$ cat src/rtl/mem_pkg.sv
// Shared memory-path definitions: funct3 codes, RAM command encodings, LSU FSM states
// and request legality helpers used by the LSU, the RAM and the CPU memory stage.
package mem_pkg;

    // Load funct3 codes
    localparam logic [2:0] F3_LB  = 3'b000;
    localparam logic [2:0] F3_LH  = 3'b001;
    localparam logic [2:0] F3_LW  = 3'b010;
    localparam logic [2:0] F3_LBU = 3'b100;
    localparam logic [2:0] F3_LHU = 3'b101;

    // Store funct3 codes
    localparam logic [2:0] F3_SB  = 3'b000;
    localparam logic [2:0] F3_SH  = 3'b001;
    localparam logic [2:0] F3_SW  = 3'b010;

    // RAM command encodings
    localparam logic [2:0] RAM_READ_WORD  = 3'b001;
    localparam logic [2:0] RAM_READ_IDLE  = 3'b000;
    localparam logic [1:0] RAM_WRITE_WORD = 2'b01;
    localparam logic [1:0] RAM_WRITE_IDLE = 2'b00;

    typedef enum logic [2:0] {
        ST_IDLE  = 3'd0,
        ST_READ  = 3'd1,
        ST_WAIT  = 3'd2,
        ST_WRITE = 3'd3,
        ST_RESP  = 3'd4
    } lsu_state_e;

    function automatic logic funct3_illegal(input logic is_store, input logic [2:0] funct3);
        logic bad;
        if (is_store) begin
            case (funct3)
                F3_SB, F3_SH, F3_SW: bad = 1'b0;
                default:             bad = 1'b1;
            endcase
        end else begin
            case (funct3)
                F3_LB, F3_LH, F3_LW, F3_LBU, F3_LHU: bad = 1'b0;
                default:                             bad = 1'b1;
            endcase
        end
        return bad;
    endfunction

    // funct3[1:0] carries the access size for every legal code
    function automatic logic addr_misaligned(input logic [2:0] funct3, input logic [1:0] addr_lo);
        logic mis;
        case (funct3[1:0])
            2'b01:   mis = addr_lo[0];
            2'b10:   mis = (addr_lo != 2'b00);
            default: mis = 1'b0;
        endcase
        return mis;
    endfunction

    function automatic logic req_error(input logic is_store, input logic [2:0] funct3,
                                       input logic [1:0] addr_lo);
        return funct3_illegal(is_store, funct3) | addr_misaligned(funct3, addr_lo);
    endfunction

endpackage

$ cat src/rtl/load_store_unit_if.sv
// Request/response handshake between the CPU memory stage and the LSU, plus the
// word-wide RAM port. master = CPU/RAM environment side, slave = the LSU.
interface load_store_unit_if;
    logic        req_valid;
    logic        req_ready;
    logic        req_write;
    logic [2:0]  req_funct3;
    logic [31:0] req_addr;
    logic [31:0] req_wdata;
    logic        resp_valid;
    logic [31:0] resp_rdata;
    logic        resp_error;
    logic [31:0] ram_address;
    logic [31:0] ram_data_in;
    logic [1:0]  ram_mem_write;
    logic [2:0]  ram_mem_read;
    logic [31:0] ram_data_out;

    modport master (
        output req_valid, req_write, req_funct3, req_addr, req_wdata, ram_data_out,
        input  req_ready, resp_valid, resp_rdata, resp_error,
               ram_address, ram_data_in, ram_mem_write, ram_mem_read
    );

    modport slave (
        input  req_valid, req_write, req_funct3, req_addr, req_wdata, ram_data_out,
        output req_ready, resp_valid, resp_rdata, resp_error,
               ram_address, ram_data_in, ram_mem_write, ram_mem_read
    );
endinterface

$ cat src/rtl/lsu_lane_align.sv
// Byte/half lane steering: load extraction with sign/zero extension, and the
// store merge used for the write half of a sub-word read-modify-write.
module lsu_lane_align
    import mem_pkg::*;
(
    input  logic [31:0] word_in,
    input  logic [31:0] wdata,
    input  logic [1:0]  addr_lo,
    input  logic [2:0]  funct3,
    output logic [31:0] load_data,
    output logic [31:0] store_word
);

    function automatic logic [31:0] extract_load(input logic [31:0] word, input logic [1:0] lo,
                                                 input logic [2:0] f3);
        logic [7:0]  byte_v;
        logic [15:0] half_v;
        logic [31:0] res;
        case (lo)
            2'b00:   byte_v = word[7:0];
            2'b01:   byte_v = word[15:8];
            2'b10:   byte_v = word[23:16];
            2'b11:   byte_v = word[31:24];
            default: byte_v = word[7:0];
        endcase
        half_v = lo[1] ? word[31:16] : word[15:0];
        case (f3)
            F3_LB:   res = {{24{byte_v[7]}}, byte_v};
            F3_LBU:  res = {24'd0, byte_v};
            F3_LH:   res = {{16{half_v[15]}}, half_v};
            F3_LHU:  res = {16'd0, half_v};
            F3_LW:   res = word;
            default: res = 32'd0;
        endcase
        return res;
    endfunction

    function automatic logic [31:0] merge_store(input logic [31:0] old_word, input logic [31:0] wd,
                                                input logic [1:0] lo, input logic [2:0] f3);
        logic [31:0] res;
        res = old_word;
        case (f3)
            F3_SB: begin
                case (lo)
                    2'b00:   res[7:0]   = wd[7:0];
                    2'b01:   res[15:8]  = wd[7:0];
                    2'b10:   res[23:16] = wd[7:0];
                    2'b11:   res[31:24] = wd[7:0];
                    default: res[7:0]   = wd[7:0];
                endcase
            end
            F3_SH: begin
                if (lo[1]) begin
                    res[31:16] = wd[15:0];
                end else begin
                    res[15:0] = wd[15:0];
                end
            end
            F3_SW:   res = wd;
            default: res = old_word;
        endcase
        return res;
    endfunction

    // Both lane paths are pure functions of the captured request and the RAM word
    always_comb begin
        load_data  = extract_load(word_in, addr_lo, funct3);
        store_word = merge_store(word_in, wdata, addr_lo, funct3);
    end

endmodule

$ cat src/rtl/load_store_unit.sv
// Load/store unit: one request in flight, alignment/funct3 checking, word-wide RAM
// accesses with read-modify-write for SB/SH, and one registered response per request.
module load_store_unit
    import mem_pkg::*;
#(
    parameter int RAM_LATENCY = 1
) (
    input  logic             clk,
    input  logic             reset,
    load_store_unit_if.slave bus
);

    localparam logic [1:0] WAIT_LAST = 2'(RAM_LATENCY - 1);

    lsu_state_e  state_r;
    lsu_state_e  state_nxt_s;
    logic        accept_s;
    logic        req_err_s;
    logic        is_sw_s;
    logic        wait_done_s;
    logic [31:0] align_word_s;
    logic [31:0] load_data_s;
    logic [31:0] store_word_s;

    logic        write_r;
    logic [2:0]  funct3_r;
    logic [1:0]  addr_lo_r;
    logic [31:0] wdata_r;
    logic [31:0] rd_word_r;
    logic [1:0]  wait_cnt_r;

    logic        resp_valid_r;
    logic [31:0] resp_rdata_r;
    logic        resp_error_r;
    logic [31:0] ram_address_r;
    logic [31:0] ram_data_in_r;
    logic [1:0]  ram_mem_write_r;
    logic [2:0]  ram_mem_read_r;

    assign bus.req_ready     = (state_r == ST_IDLE) && !reset;
    assign bus.resp_valid    = resp_valid_r;
    assign bus.resp_rdata    = resp_rdata_r;
    assign bus.resp_error    = resp_error_r;
    assign bus.ram_address   = ram_address_r;
    assign bus.ram_data_in   = ram_data_in_r;
    assign bus.ram_mem_write = ram_mem_write_r;
    assign bus.ram_mem_read  = ram_mem_read_r;

    // Request decode and the word fed to the lane aligner
    always_comb begin
        accept_s    = bus.req_valid && bus.req_ready;
        req_err_s   = req_error(bus.req_write, bus.req_funct3, bus.req_addr[1:0]);
        is_sw_s     = bus.req_write && (bus.req_funct3 == F3_SW);
        wait_done_s = (wait_cnt_r == WAIT_LAST);
        if (state_r == ST_WAIT) begin
            align_word_s = bus.ram_data_out;
        end else begin
            align_word_s = rd_word_r;
        end
    end

    lsu_lane_align u_align (
        .word_in    (align_word_s),
        .wdata      (wdata_r),
        .addr_lo    (addr_lo_r),
        .funct3     (funct3_r),
        .load_data  (load_data_s),
        .store_word (store_word_s)
    );

    // Next-state logic
    always_comb begin
        state_nxt_s = state_r;
        case (state_r)
            ST_IDLE: begin
                if (accept_s) begin
                    if (req_err_s) begin
                        state_nxt_s = ST_RESP;
                    end else if (is_sw_s) begin
                        state_nxt_s = ST_WRITE;
                    end else begin
                        state_nxt_s = ST_READ;
                    end
                end else begin
                    state_nxt_s = ST_IDLE;
                end
            end
            ST_READ:  state_nxt_s = ST_WAIT;
            ST_WAIT: begin
                if (wait_done_s) begin
                    state_nxt_s = write_r ? ST_WRITE : ST_RESP;
                end else begin
                    state_nxt_s = ST_WAIT;
                end
            end
            ST_WRITE: state_nxt_s = ST_RESP;
            ST_RESP:  state_nxt_s = ST_IDLE;
            default:  state_nxt_s = ST_IDLE;
        endcase
    end

    // FSM state register
    always_ff @(posedge clk or posedge reset) begin
        if (reset) begin
            state_r <= ST_IDLE;
        end else begin
            state_r <= state_nxt_s;
        end
    end

    // Request capture, RAM latency counter and the read word of a read-modify-write
    always_ff @(posedge clk or posedge reset) begin
        if (reset) begin
            write_r    <= 1'b0;
            funct3_r   <= 3'b000;
            addr_lo_r  <= 2'b00;
            wdata_r    <= 32'd0;
            rd_word_r  <= 32'd0;
            wait_cnt_r <= 2'd0;
        end else begin
            if (accept_s) begin
                write_r   <= bus.req_write;
                funct3_r  <= bus.req_funct3;
                addr_lo_r <= bus.req_addr[1:0];
                wdata_r   <= bus.req_wdata;
            end
            if (state_r == ST_WAIT) begin
                wait_cnt_r <= wait_cnt_r + 2'd1;
            end else begin
                wait_cnt_r <= 2'd0;
            end
            if ((state_r == ST_WAIT) && wait_done_s) begin
                rd_word_r <= bus.ram_data_out;
            end
        end
    end

    // Outputs are registered from the state being entered so each strobe lives exactly one state
    always_ff @(posedge clk or posedge reset) begin
        if (reset) begin
            resp_valid_r    <= 1'b0;
            resp_rdata_r    <= 32'd0;
            resp_error_r    <= 1'b0;
            ram_address_r   <= 32'd0;
            ram_data_in_r   <= 32'd0;
            ram_mem_write_r <= RAM_WRITE_IDLE;
            ram_mem_read_r  <= RAM_READ_IDLE;
        end else begin
            ram_mem_read_r  <= (state_nxt_s == ST_READ)  ? RAM_READ_WORD  : RAM_READ_IDLE;
            ram_mem_write_r <= (state_nxt_s == ST_WRITE) ? RAM_WRITE_WORD : RAM_WRITE_IDLE;
            resp_valid_r    <= (state_nxt_s == ST_RESP);
            // Only a rejected request goes straight from IDLE to RESP
            resp_error_r    <= (state_r == ST_IDLE) && (state_nxt_s == ST_RESP);
            if (accept_s && !req_err_s) begin
                ram_address_r <= {2'b00, bus.req_addr[31:2]};
            end
            if (state_nxt_s == ST_WRITE) begin
                ram_data_in_r <= (state_r == ST_IDLE) ? bus.req_wdata : store_word_s;
            end else begin
                ram_data_in_r <= 32'd0;
            end
            if ((state_r == ST_WAIT) && (state_nxt_s == ST_RESP)) begin
                resp_rdata_r <= load_data_s;
            end else begin
                resp_rdata_r <= 32'd0;
            end
        end
    end

endmodule
$ cat src/flat_wrapper.sv
// flat-port wrapper written by rule: the top's interface ports become plain ports
module load_store_unit_flat import mem_pkg::*;
#(
    parameter int RAM_LATENCY = 1
)
  (clk, reset, bus_req_valid, bus_req_write, bus_req_funct3, bus_req_addr, bus_req_wdata, bus_ram_data_out, bus_req_ready, bus_resp_valid, bus_resp_rdata, bus_resp_error, bus_ram_address, bus_ram_data_in, bus_ram_mem_write, bus_ram_mem_read);
  load_store_unit_if bus_i ();
  input  logic clk;
  input  logic reset;
  input wire logic [$bits(bus_i.req_valid)-1:0] bus_req_valid;
  input wire logic [$bits(bus_i.req_write)-1:0] bus_req_write;
  input wire logic [$bits(bus_i.req_funct3)-1:0] bus_req_funct3;
  input wire logic [$bits(bus_i.req_addr)-1:0] bus_req_addr;
  input wire logic [$bits(bus_i.req_wdata)-1:0] bus_req_wdata;
  input wire logic [$bits(bus_i.ram_data_out)-1:0] bus_ram_data_out;
  output wire logic [$bits(bus_i.req_ready)-1:0] bus_req_ready;
  output wire logic [$bits(bus_i.resp_valid)-1:0] bus_resp_valid;
  output wire logic [$bits(bus_i.resp_rdata)-1:0] bus_resp_rdata;
  output wire logic [$bits(bus_i.resp_error)-1:0] bus_resp_error;
  output wire logic [$bits(bus_i.ram_address)-1:0] bus_ram_address;
  output wire logic [$bits(bus_i.ram_data_in)-1:0] bus_ram_data_in;
  output wire logic [$bits(bus_i.ram_mem_write)-1:0] bus_ram_mem_write;
  output wire logic [$bits(bus_i.ram_mem_read)-1:0] bus_ram_mem_read;
  assign bus_i.req_valid = bus_req_valid;
  assign bus_i.req_write = bus_req_write;
  assign bus_i.req_funct3 = bus_req_funct3;
  assign bus_i.req_addr = bus_req_addr;
  assign bus_i.req_wdata = bus_req_wdata;
  assign bus_i.ram_data_out = bus_ram_data_out;
  assign bus_req_ready = bus_i.req_ready;
  assign bus_resp_valid = bus_i.resp_valid;
  assign bus_resp_rdata = bus_i.resp_rdata;
  assign bus_resp_error = bus_i.resp_error;
  assign bus_ram_address = bus_i.ram_address;
  assign bus_ram_data_in = bus_i.ram_data_in;
  assign bus_ram_mem_write = bus_i.ram_mem_write;
  assign bus_ram_mem_read = bus_i.ram_mem_read;
  load_store_unit #(.RAM_LATENCY(RAM_LATENCY)) u_core (.clk(clk), .reset(reset), .bus(bus_i));
endmodule
$ cat config.mk
export PLATFORM = sky130hd
export DESIGN_NAME = load_store_unit_flat
export DESIGN_NICKNAME = d
export VERILOG_FILES = /design/src/rtl/mem_pkg.sv /design/src/rtl/load_store_unit_if.sv /design/src/rtl/lsu_lane_align.sv /design/src/rtl/load_store_unit.sv /design/src/flat_wrapper.sv
export SDC_FILE = /design/constraint.sdc
export NUM_CORES = 1
export LEC_CHECK = 0
export CELL_PAD_IN_SITES_DETAIL_PLACEMENT = 1
export CELL_PAD_IN_SITES_GLOBAL_PLACEMENT = 1
export CORE_ASPECT_RATIO = 1.2
export CORE_MARGIN = 3
export CORE_UTILIZATION = 25
export DETAILED_ROUTE_END_ITERATION = 12
export PLACE_DENSITY = 0.56
export SLEW_MARGIN = 20
export SYNTH_ARGS = -nofsm -noshare
export SYNTH_HDL_FRONTEND = slang
export SYNTH_SLANG_ARGS = --single-unit
$ cat constraint.sdc
create_clock -name clk -period 6.85 [get_ports clk]
set_input_delay 1.0275 -clock clk [delete_from_list [all_inputs] [get_ports clk]]
set_output_delay 1.0275 -clock clk [all_outputs]
set_load 0.005 [all_outputs]
# --- Yosys cells after proc, flatten, opt, wreduce, memory -nomap -nowiden ---
# Cells that the tools add are included.
classes:
  add_sub_neg: 1
  n_eq_ne: 19
  mux: 27
  n_bitwise: 1
  n_reduce_logical: 17
op_table:
  columns: ["operator", "n"]
  rows:
  - ["case mux 32 bit (5 select lines)", 1]
  - ["two-way mux 32 bit", 4]
  - ["case mux 32 bit (3 select lines)", 1]
  - ["two-way mux 16 bit", 3]
  - ["two-way mux 8 bit", 4]
  - ["case mux 8 bit (4 select lines)", 1]
  - ["equality test 3 x 2 -> 1 bit (second input constant)", 5]
  - ["equality test 3 bit (second input constant)", 5]
  - ["equality test 3 x 1 -> 1 bit (second input constant)", 4]
  - ["two-way mux 3 bit", 4]
  - ["case mux 3 bit (4 select lines)", 1]
  - ["logical NOT 3 bit", 3]
  - ["logical AND 1 bit", 7]
  - ["equality test 2 bit (second input constant)", 3]
  - ["two-way mux 1 bit", 5]
  - ["OR reduction 5 bit", 1]
  - ["equality test 2 x 1 -> 1 bit (second input constant)", 2]
  - ["logical NOT 2 bit", 2]
  - ["two-way mux 2 bit", 2]
  - ["OR reduction 3 bit", 1]
  - ["adder 2 x 1 -> 2 bit (second input constant)", 1]
  - ["logical NOT 1 bit", 2]
  - ["case mux 1 bit (2 select lines)", 1]
  - ["nonzero test 2 bit", 1]
  - ["bitwise OR 1 bit", 1]
word_totals:
  reg_bits: 176
  inputBits: 103
  output_inout_bits: 104
  word_cells: 79

# --- Longest topological paths before layout ---
# Gate-level depths: netlist of the first run.
depth:
  ltp_word: 11
  mapped_depth: 8

# --- Modules after synthesis ---
# A second synthesis of the first run with hierarchy kept.
unflattened:
  cells_unflattened: 776
  area_unflattened_um2: 8673.3
modules_own_cells:
  columns: ["mod", "instances", "cells_per_inst", "area_per_inst_um2", "seq_area_each_um2"]
  rows:
  - ["load_store_unit", 1, 554, 7134.3, 4329.2]
  - ["lsu_lane_align", 1, 222, 1539.0, 0.0]

# --- Worst setup path after synthesis of the first run ---
# Ideal clock, no wire load.
synth_timing:
  kind: "in2reg"
  startpoint: "in reset"
  endpoint: "reg u_core.ram_address_r[10] (netlist: u_core.bus.ram_address[10])"
  arrival_ps: 6859
  required_ps: 6725
  path_slack_ps: -134
  path_stages: 5
  path_buffers: 1
  path_cell_list: "inv_1 > nand3_1 > a211oi_2 > buf_2 > mux2_2"
synth_via:
  elab_chain_cells: 4
synth_lines:
  columns: ["element", "line", "source"]
  rows:
  - ["start, declared", "flat_wrapper.sv:9", "input logic reset;"]
  - ["logical NOT 1 bit", "load_store_unit.sv:40", "assign bus.req_ready = (state_r == ST_IDLE) && !reset;"]
  - ["logical AND 1 bit", "load_store_unit.sv:40", null]
  - ["logical AND 1 bit", "load_store_unit.sv:51", "accept_s = bus.req_valid && bus.req_ready;"]
  - ["logical AND 1 bit", "load_store_unit.sv:154", "if (accept_s && !req_err_s) begin"]
  - ["end signal, assigned", "load_store_unit.sv:155", "ram_address_r <= {2'b00, bus.req_addr[31:2]};"]
  - ["end, declared", "load_store_unit.sv:35", "logic [31:0] ram_address_r;"]
# No other way between the ends.
# A chain may end at the register's enable or synchronous reset.

# --- Worst setup path in the final report of the first run ---
layout_timing:
  startpoint: "reg u_core.state_r[2]"
  endpoint: "out bus_req_ready"
layout_via:
  elab_chain_cells: 2
layout_lines:
  columns: ["element", "line", "source"]
  rows:
  - ["start, declared", "load_store_unit.sv:15", "lsu_state_e state_r;"]
  - ["start signal, assigned", "load_store_unit.sv:107", "state_r <= state_nxt_s;"]
  - ["logical NOT 3 bit", "load_store_unit.sv:40", null]
  - ["logical AND 1 bit", "load_store_unit.sv:40", null]
  - ["end, declared", "flat_wrapper.sv:16", "output wire logic [$bits(bus_i.req_ready)-1:0] bus_req_ready;"]
# No other way between the ends.

==> impl_metrics.toml, run 1 <==
[cts]
cts_setup_buffers = 0
clk_pin_slew_ps = 80
numCtsBuffers = 17
cts_sinks = 173
clk_latency_ps = 440
cts_buffer_depth = 2
htreeDepth = 4
cts_resized = 0
holdBufCountCts = 0
cts_root_buffer = "clkbuf_16"
cts_tree = "built"

[worst_setup_path]
path_depth = 4
crit_chain = "or3_1 > buf_4 > nor2_1 > clkdlybuf4s50_1"
arrival_ps = 2220
cp-end-kind = "output pin"
rr_worst_depth = 6
critPathRequiredTime_ps = 5820
critPathBufInv = 2
slowest_stage = "clkdlybuf4s50_1"
timing.rr.start = "u_core.state_r[2]"
cp-start-kind = "register"
cp_top_family = "buffers and inverters"
worst-setup-path-type = "register to output pin"
worst_path_largest_cell_delay_ps = 510
rr_endpoint = "u_core.bus.resp_rdata[24]"
endpoint = "bus_req_ready"
r2r_setup_slack_ps = 3780
crit_path_start = "u_core.state_r[2]"
critPathMaxFanout = 43

[layout]
mostFrequentLayoutCell = "clkdlybuf4s50_1"
fillers = 3688
mostFrequentLayoutCells = "201 x clkdlybuf4s50_1, 173 x dfrtp_1, 100 x mux2_2, 59 x o21ai_0, 51 x a21oi_1"
area_growth_pct = 36.3
post-route-util = 0.347
seqCellArea_um2 = 4330
drive_above_1_share = 0.181
multi_input_area_um2 = 3890
fin_nets = 1054

[placement]
numPortBuffers = 201
gp_congestion = 0.811
dp_hpwl_um = 21400

[global_route]
grt_overflow = 0
met3_usage = 0.0446
grtUsageTotal = 0.162
grt.met1_usage = 0.199
antenna_found_initial = 5
grt_max_degree = 132
top_usage_layer = "met2"
use_met2 = 0.279
grt_pass1_wl_um = 45300
grt_pass1_vias = 7343

[sta]
fin_crit_sh = 0.474
finalSetupTns_ps = 0
rsz0062_at_grt = "false"
min_period_ps = 3250
fmax_ghz = 0.308
slew_viol_final = 0
hold_viol_final = 0
finClkSkew_ps = 14.0
setup_violations = 0
slew_headroom = 0.303
worst-slew-pin-transition_ps = 1040

[die]
dieWidth_um = 174
die_area_um2 = 36100
start_util = 0.255
die_h_um = 208
ios = 207
core-area_um2 = 33200
rows = 73

[routing]
viasPerCell = 4.88
wl_per_cell_um = 21.0
drt-initial-drc-count = 353
num_vias = 6884
finalWirelength_um = 29600
ant_nets = 0
dr.pass1.iters = 4
drc = 0

[yosys]
syn-mean-instance-area_um2 = 11.0
ys_types = 52
yosys_warnings = 0
synth_edf_count = 0
ys_seq_area_frac = 0.511
syn-cell-area_um2 = 8470
ys_seq_elements = 173
synth_top_area_frac = 0.511
synth_top_area_cell = "dfrtp_1"
syn-instance-count = 773
ys_async_sr_fraction = 1.00
synthFlopType = "dfrtp_1"
synth_area_leaders = "dfrtp_1 51%, mux2_2 13%, mux2i_1 4.5%"

[min_path]
hold_depth = 1
hold_class = "register to register"

[run_status]
status = "completed"

[pwr]
power_density_nw_per_um2 = 444
ir_drop_v = 0.000171
p_leak_nw = 4.55

[flow_run]
maxCapViolations = 0
==> kinds of logic (layout without fill, tap and decap cells) <==
family | after synthesis | in the layout | share of synthesized area
AO/OA/AOI/OAI | 204 | 204 | 0.149
adder cells (fa/ha/maj) | 4 | 4 | 0.00591
multiplexers | 141 | 141 | 0.186
AND/OR/NAND/NOR | 177 | 177 | 0.111
other | 1 | 6 | 0.000443
buffers and inverters | 73 | 256 | 0.0371
flip-flops | 173 | 173 | 0.511
==> sequential cells by signal, indices dropped and copies added, names as in the netlist, 2 cells and up <==
| signal | flops |
|---|---|
| u_core.bus.ram_address | 30 |
| u_core.funct3_r | 3 |
| u_core.bus.resp_rdata | 32 |
| u_core.bus.ram_data_in | 32 |
| u_core.rd_word_r | 32 |
| u_core.addr_lo_r | 2 |
| u_core.wait_cnt_r | 2 |
| u_core.wdata_r | 32 |
| u_core.state_r | 3 |
==> report_power, final <==
| group | internal [W] | leakage (nW) | total (W) | switching [W] |
|---|---|---|---|---|
| sequential | 0.00137 | 2.20 | 0.00168 | 0.000312 |
| combinational | 0.00110 | 2.07 | 0.00246 | 0.00136 |
| clock | 0.000498 | 0.283 | 0.000981 | 0.000483 |
| total | 0.00297 | 4.55 | 0.00512 | 0.00216 |
==> synth_stat cells, drive strengths merged, types with 2 or more instances <==
library cell / instances
nor3: 26
clkbuf: 45
a21o: 3
nand3b: 2
nor2: 41
o41ai: 2
nand2: 22
dfrtp: 173
a32oi: 6
o21ai: 61
nand4: 2
or3: 2
ha: 4
and2: 7
a221oi: 8
o21a: 2
nor2b: 8
o22ai: 14
or4b: 6
mux4: 3
nor3b: 3
mux2i: 38
nor4: 2
o21ba: 2
nand2b: 30
inv: 7
o211ai: 14
nand3: 20
mux2: 100
a31oi: 23
buf: 21
a21oi: 52
o31ai: 2
a22oi: 9
and3: 2
o21bai: 3
==> metrics by stage <==
stage	power [W]	instances	instance area [um^2]	hold WS [ps]	setup slack [ps]
6_report	0.00512	1411	11500	508	3600
5_1_grt	0.00549	1410	11500	517	3330
4_1_cts	0.00520	1410	11500	512	3520
3_5_place_dp	0.00418	1378	11000	495	3080
3_3_place_gp	0.00414	1378	10900	489	3180
2_1_floorplan	0.00316	777	8490	479	1670
==> layer usage <==
layer  wire length (um)  vias to the layer above
li1                   -                     3166
met1              12700                     3489
met2              14700                      186
met3               1630                       35
met4                518                        8
met5                 54                        -
==> worst min path at each step <==
stage / from / to
floorplan: u_core.wdata_r[16] / u_core.wdata_r[16]
global placement: u_core.rd_word_r[22] / u_core.rd_word_r[22]
detailed placement: u_core.rd_word_r[1] / u_core.rd_word_r[1]
CTS: u_core.rd_word_r[1] / u_core.rd_word_r[1]
global route: u_core.rd_word_r[18] / u_core.rd_word_r[18]
finish: u_core.rd_word_r[5] / u_core.rd_word_r[5]
==> cell type report <==
class / count / area share
multi-input cells: 531 / 0.337
repair buffers: 217 / 0.186
inverters: 7 / 0.00260
diodes: 1 / 0.000217
clock inverters: 14 / 0.0128
flip-flops and latches: 173 / 0.375
well taps: 450 / 0.0488
clock buffers: 18 / 0.0380
No activity file was read; power rests on OpenSTA's default activity.
==> run 2: changes to the inputs <==
clock period = 3.15 ns   (was 6.85 ns; I/O delays follow)
==> run 2 against run 1 <==
Net effect:
- register-to-register slack worse by 3200 ps
- non-clock buffer count rose by 25
- setup slack got worse by 3000 ps
- clock power increased by 100%
- combinational power is 130% higher
- sequential power is 120% higher
- design area rose by 1.5%
- clock-buffer cell count did not move
- via count rose by 1.2%
- cell count increased by 1.8%
- flip-flop and latch count unchanged
- largest power group unchanged
==> impl_metrics.toml, run 2 (synthesis gave the netlist of run 1 again) <==
[run_status]
status = "completed"

[sta]
fmax_ghz = 0.386
fin_crit_sh = 0.823
slew_viol_final = 0
setup_slack_ps = 556
finClkSkew_ps = 17.2
min_period_ps = 2590
rsz0062_at_grt = "false"
hold_viol_final = 0
setup_violations = 0
whs_ps = 508
slew_headroom = 0.358
worst-slew-pin-transition_ps = 963

[layout]
mostFrequentLayoutCells = "201 x clkdlybuf4s50_1, 173 x dfrtp_1, 100 x mux2_2, 59 x o21ai_0, 52 x a21oi_1"
area_growth_pct = 38.3
fin_area_um2 = 11700
drive_above_1_share = 0.198
mostFrequentLayoutCell = "clkdlybuf4s50_1"
fillers = 3728
layout.cells.non_filler = 1437
fin_nets = 1079

[global_route]
grtUsageTotal = 0.167
grt_pass1_vias = 7534
antenna_found_initial = 3
grt_pass1_wl_um = 46600
grt_overflow = 0
grt_max_degree = 174

[worst_setup_path]
cp-start-kind = "register"
critPathRequiredTime_ps = 3460
worst-setup-path-type = "register to register"
rr_worst_depth = 5
cp-end-kind = "register"
arrival_ps = 2900
worst_path_largest_cell_delay_ps = 590
cp_top_family = "compound AO/OA/AOI/OAI gates"
critPathMaxFanout = 16
r2r_setup_slack_ps = 560
crit_chain = "nor3b_4 > mux4_2 > a22oi_4 > a21boi_4 > a21oi_1"
rr_endpoint = "u_core.bus.resp_rdata[22]"
slowest_stage = "mux4_2"
crit_path_start = "u_core.state_r[2]"
critPathBufInv = 0
timing.rr.start = "u_core.state_r[2]"

[pwr]
p_leak_nw = 4.66
power_density_nw_per_um2 = 971
ir_drop_v = 0.000349
p_total_w = 0.0114

[die]
die_area_um2 = 36100
core-area_um2 = 33200
dieWidth_um = 174
die_h_um = 208
start_util = 0.255
rows = 73
ios = 207

[cts]
clk_pin_slew_ps = 80
clk_latency_ps = 450
cts_buffer_depth = 2
htreeDepth = 4
cts_tree = "built"
numCtsBuffers = 17
cts_root_buffer = "clkbuf_16"
cts_setup_buffers = 0
cts_sinks = 173
holdBufCountCts = 0
cts_resized = 0

[flow_run]
maxCapViolations = 0

[routing]
num_vias = 6968
wl_per_cell_um = 20.9
dr.pass1.iters = 5
drc = 0
viasPerCell = 4.85
drt-initial-drc-count = 430
finalWirelength_um = 30100
ant_nets = 0

[min_path]
holdCritStartpoint = "u_core.bus.ram_address[5]"
hold_class = "register to register"
hold_depth = 1
hold_end = "u_core.bus.ram_address[5]"

[placement]
numPortBuffers = 201
gp_congestion = 0.839
place_inst = 1403
dp_slack_ps = 436
placed_area_um2 = 11200
dp_hpwl_um = 21800
-- run 2: cell count changes in the layout (fill, tap and decap cells not counted), moves of 2 or more --
cell      delta
clkinv_8     -2
inv_8        -2
buf_12       +3
buf_4       +22
clkinv_2     +4
-- run 2: worst register-to-register path: cells and delay by family (launching register included) --
kind               cells  cell delay [ps]
DFF                    1              480
and+or+nand+nor        1              370
AOI/OAI and AO/OA      3             1020
muxes                  1              600
-- run 2: how the worst max path moves through the flow --
| stage | cells past startpoint | slack (ps) | end |
|---|---|---|---|
| 5_1_grt | 5 | 420 | u_core.bus.resp_rdata[31] |
| 6_report | 5 | 560 | u_core.bus.resp_rdata[22] |
| 2_1_floorplan | 4 | -1440 | u_core.addr_lo_r[0] |
| 4_1_cts | 5 | 540 | u_core.bus.resp_rdata[29] |
| 3_5_place_dp | 8 | 440 | u_core.bus.ram_address[12] |
| 3_3_place_gp | 8 | 470 | u_core.bus.ram_address[12] |
-- run 2: layout make-up --
type	instances	area, um^2	share of cell area
Multi-Input combinational cell	531	3870	0.331
Clock inverter	14	111	0.00951
Antenna cell	2	5.00	0.000427
Sequential cell	173	4330	0.370
Timing Repair Buffer	242	2370	0.202
Clock buffer	18	429	0.0366
Tap cell	450	563	0.0481
Inverter	7	30.0	0.00256
-- run 2: routing by layer --
layer  GRT usage  routed length (um)
met2       0.284               15200
met3      0.0456                1690
met1       0.202               12400
met4      0.0599                 685
met5           0                  33
-- run 2: report_power, final --
part | internal, W | leakage [nW] | switching (W)
sequential | 0.00298 | 2.20 | 0.000797
combinational | 0.00262 | 2.20 | 0.00297
clock | 0.00103 | 0.263 | 0.000978
-- run 2: metrics by stage --
stage | util | setup TNS, ps
5_1_grt | 0.352 | 0
4_1_cts | 0.352 | 0
3_3_place_gp | 0.336 | 0
6_report | 0.352 | 0
2_1_floorplan | - | -149760
3_5_place_dp | 0.336 | 0
==> run 3: changes to the inputs <==
clock period = 2.5 ns   (was 3.15 ns; I/O delays follow)
==> run 3 against run 2 <==
Net effect:
- register-to-register slack worse by 360 ps
- first-iteration DRC count down 25%
- design area rose by 3.9%
- combinational power is 42% higher
- cell count increased by 3.2%
- clock power grew 31%
- hold slack got worse by 2.9 ps
- core utilization grew 1.4 points
- critical endpoint is now bus_req_ready
- largest cell class unchanged
- largest power group unchanged
==> impl_metrics.toml, run 3 (synthesis gave the netlist of run 1 again) <==
[cts]
clk_pin_slew_ps = 80
htreeDepth = 4
clk_latency_ps = 440
cts_buffer_depth = 2
numCtsBuffers = 17
cts_tree = "built"
cts_sinks = 173
cts_root_buffer = "clkbuf_16"
cts_setup_buffers = 0

[layout]
mostFrequentLayoutCells = "201 x clkdlybuf4s50_1, 173 x dfrtp_1, 100 x mux2_2, 80 x buf_4, 59 x o21ai_0"
post-route-util = 0.366
drive_above_1_share = 0.237
multi_input_area_um2 = 3880
n_antenna_cell = 0
area_growth_pct = 43.7
mostFrequentLayoutCell = "clkdlybuf4s50_1"
layout.cells.non_filler = 1483
seqCellArea_um2 = 4330
fillers = 3717
fin_nets = 1127

[pwr]
sequentialPowerShare = 0.301
p_sw_w = 0.00619
p_leak_nw = 4.93
p_int_w = 0.00895
power_density_nw_per_um2 = 1240
ir_drop_v = 0.000628
swShare = 0.409
clkPwrFrac = 0.174
p_comb_frac = 0.525

[routing]
finalWirelength_um = 30500
dr.pass1.iters = 4
viasPerCell = 4.81
num_vias = 7139
ant_nets = 0
wl_per_cell_um = 20.6
drc = 0
drt-initial-drc-count = 324

[min_path]
holdCritStartpoint = "bus_req_wdata[7]"
hold_depth = 3
hold_class = "input port to register"
hold_end = "u_core.bus.ram_data_in[7]"

[die]
core-area_um2 = 33200
start_util = 0.255
die_h_um = 208
rows = 73
dieWidth_um = 174
die_area_um2 = 36100
ios = 207

[worst_setup_path]
cp-start-kind = "register"
crit_chain = "buf_4 > or3_4 > nor2_1 > clkdlybuf4s50_1"
rr_worst_depth = 6
rr_endpoint = "u_core.bus.ram_data_in[14]"
critPathRequiredTime_ps = 2120
worst_path_largest_cell_delay_ps = 500
critPathMaxFanout = 5
worst-setup-path-type = "register to output pin"
timing.rr.start = "u_core.addr_lo_r[0]"
r2r_setup_slack_ps = 200
slowest_stage = "clkdlybuf4s50_1"
crit_path_start = "u_core.state_r[0]"
cp-end-kind = "output pin"
arrival_ps = 2050

[global_route]
grt_overflow = 0
grt_pass1_vias = 7615
grt_max_degree = 99
grtUsageTotal = 0.169
antenna_found_initial = 2
grt_pass1_wl_um = 46800

[sta]
slew_viol_final = 0
min_period_ps = 2420
setup_violations = 0
finalSetupTns_ps = 0
finClkSkew_ps = 10.4
fmax_ghz = 0.413
worst-slew-pin-transition_ps = 736
rsz0062_at_grt = "false"
hold_viol_final = 0
slew_headroom = 0.509
fin_crit_sh = 0.969

[run_status]
status = "completed"

[placement]
numPortBuffers = 201
gp_congestion = 0.812
dp_hpwl_um = 22700
place_inst = 1451

[flow_run]
maxCapViolations = 0
run 3: how the worst max path moves through the flow:
stage / to / slack (ps) / cells after the start
2_1_floorplan: u_core.addr_lo_r[0] / -2000 / 4
3_3_place_gp: u_core.bus.ram_address[6] / -50 / 8
3_5_place_dp: u_core.bus.ram_address[1] / -90 / 8
4_1_cts: bus_req_ready / 40 / 4
5_1_grt: bus_req_ready / 20 / 4
6_report: bus_req_ready / 80 / 4
run 3: area by class of cell:
cell class,instances,share of cell area
Tap cell,450,0.0463
Inverter,7,0.00247
Clock inverter,15,0.0123
Timing Repair Buffer,290,0.229
Sequential cell,173,0.356
Multi-Input combinational cell,531,0.319
Clock buffer,17,0.0350
run 3: what timing repair did:
item                                    in CTS  in global routing
resized for setup                            1                  0
hold buffers                                 0                  0
endpoints found under the setup margin       1                  0
run 3: metrics by stage:
stage	hold WS [ps]	worst slack [ps]	area [um^2]	power, W
final	505	76.3	12200	0.0151
after detailed placement	495	-93.4	11600	0.0126
after global placement	488	-46.3	11600	0.0125
after floorplan	479	-2000	8510	0.00866
after global routing	521	15.3	12200	0.0162
after CTS	486	39.6	12200	0.0153
run 3: power groups by stage:
| stage | clock network (W) | logic, W | registers (W) |
|---|---|---|---|
| 2_1_floorplan | 0 | 0.00434 | 0.00432 |
| 3_3_place_gp | 0 | 0.00790 | 0.00458 |
| 3_5_place_dp | 0 | 0.00798 | 0.00462 |
| 4_1_cts | 0.00273 | 0.00804 | 0.00457 |
| 5_1_grt | 0.00285 | 0.00864 | 0.00470 |
| 6_report | 0.00263 | 0.00794 | 0.00456 |
run 3: worst max-delay path, delay by kind of cell, from the launching register on:
| family | cells | cell delay [ps] |
|---|---|---|
| DFF | 1 | 410 |
| and+or+nand+nor | 2 | 520 |
| buffers and inverters | 2 | 660 |
run 3: per-layer routing:
metal  vias up  global-route usage  share of wire
met3        36              0.0481          0.058
met2       192               0.295           0.52
met1      3606               0.200           0.40
met5         -                   0        0.00098
li1       3301                   -              -
met4         4              0.0508          0.022
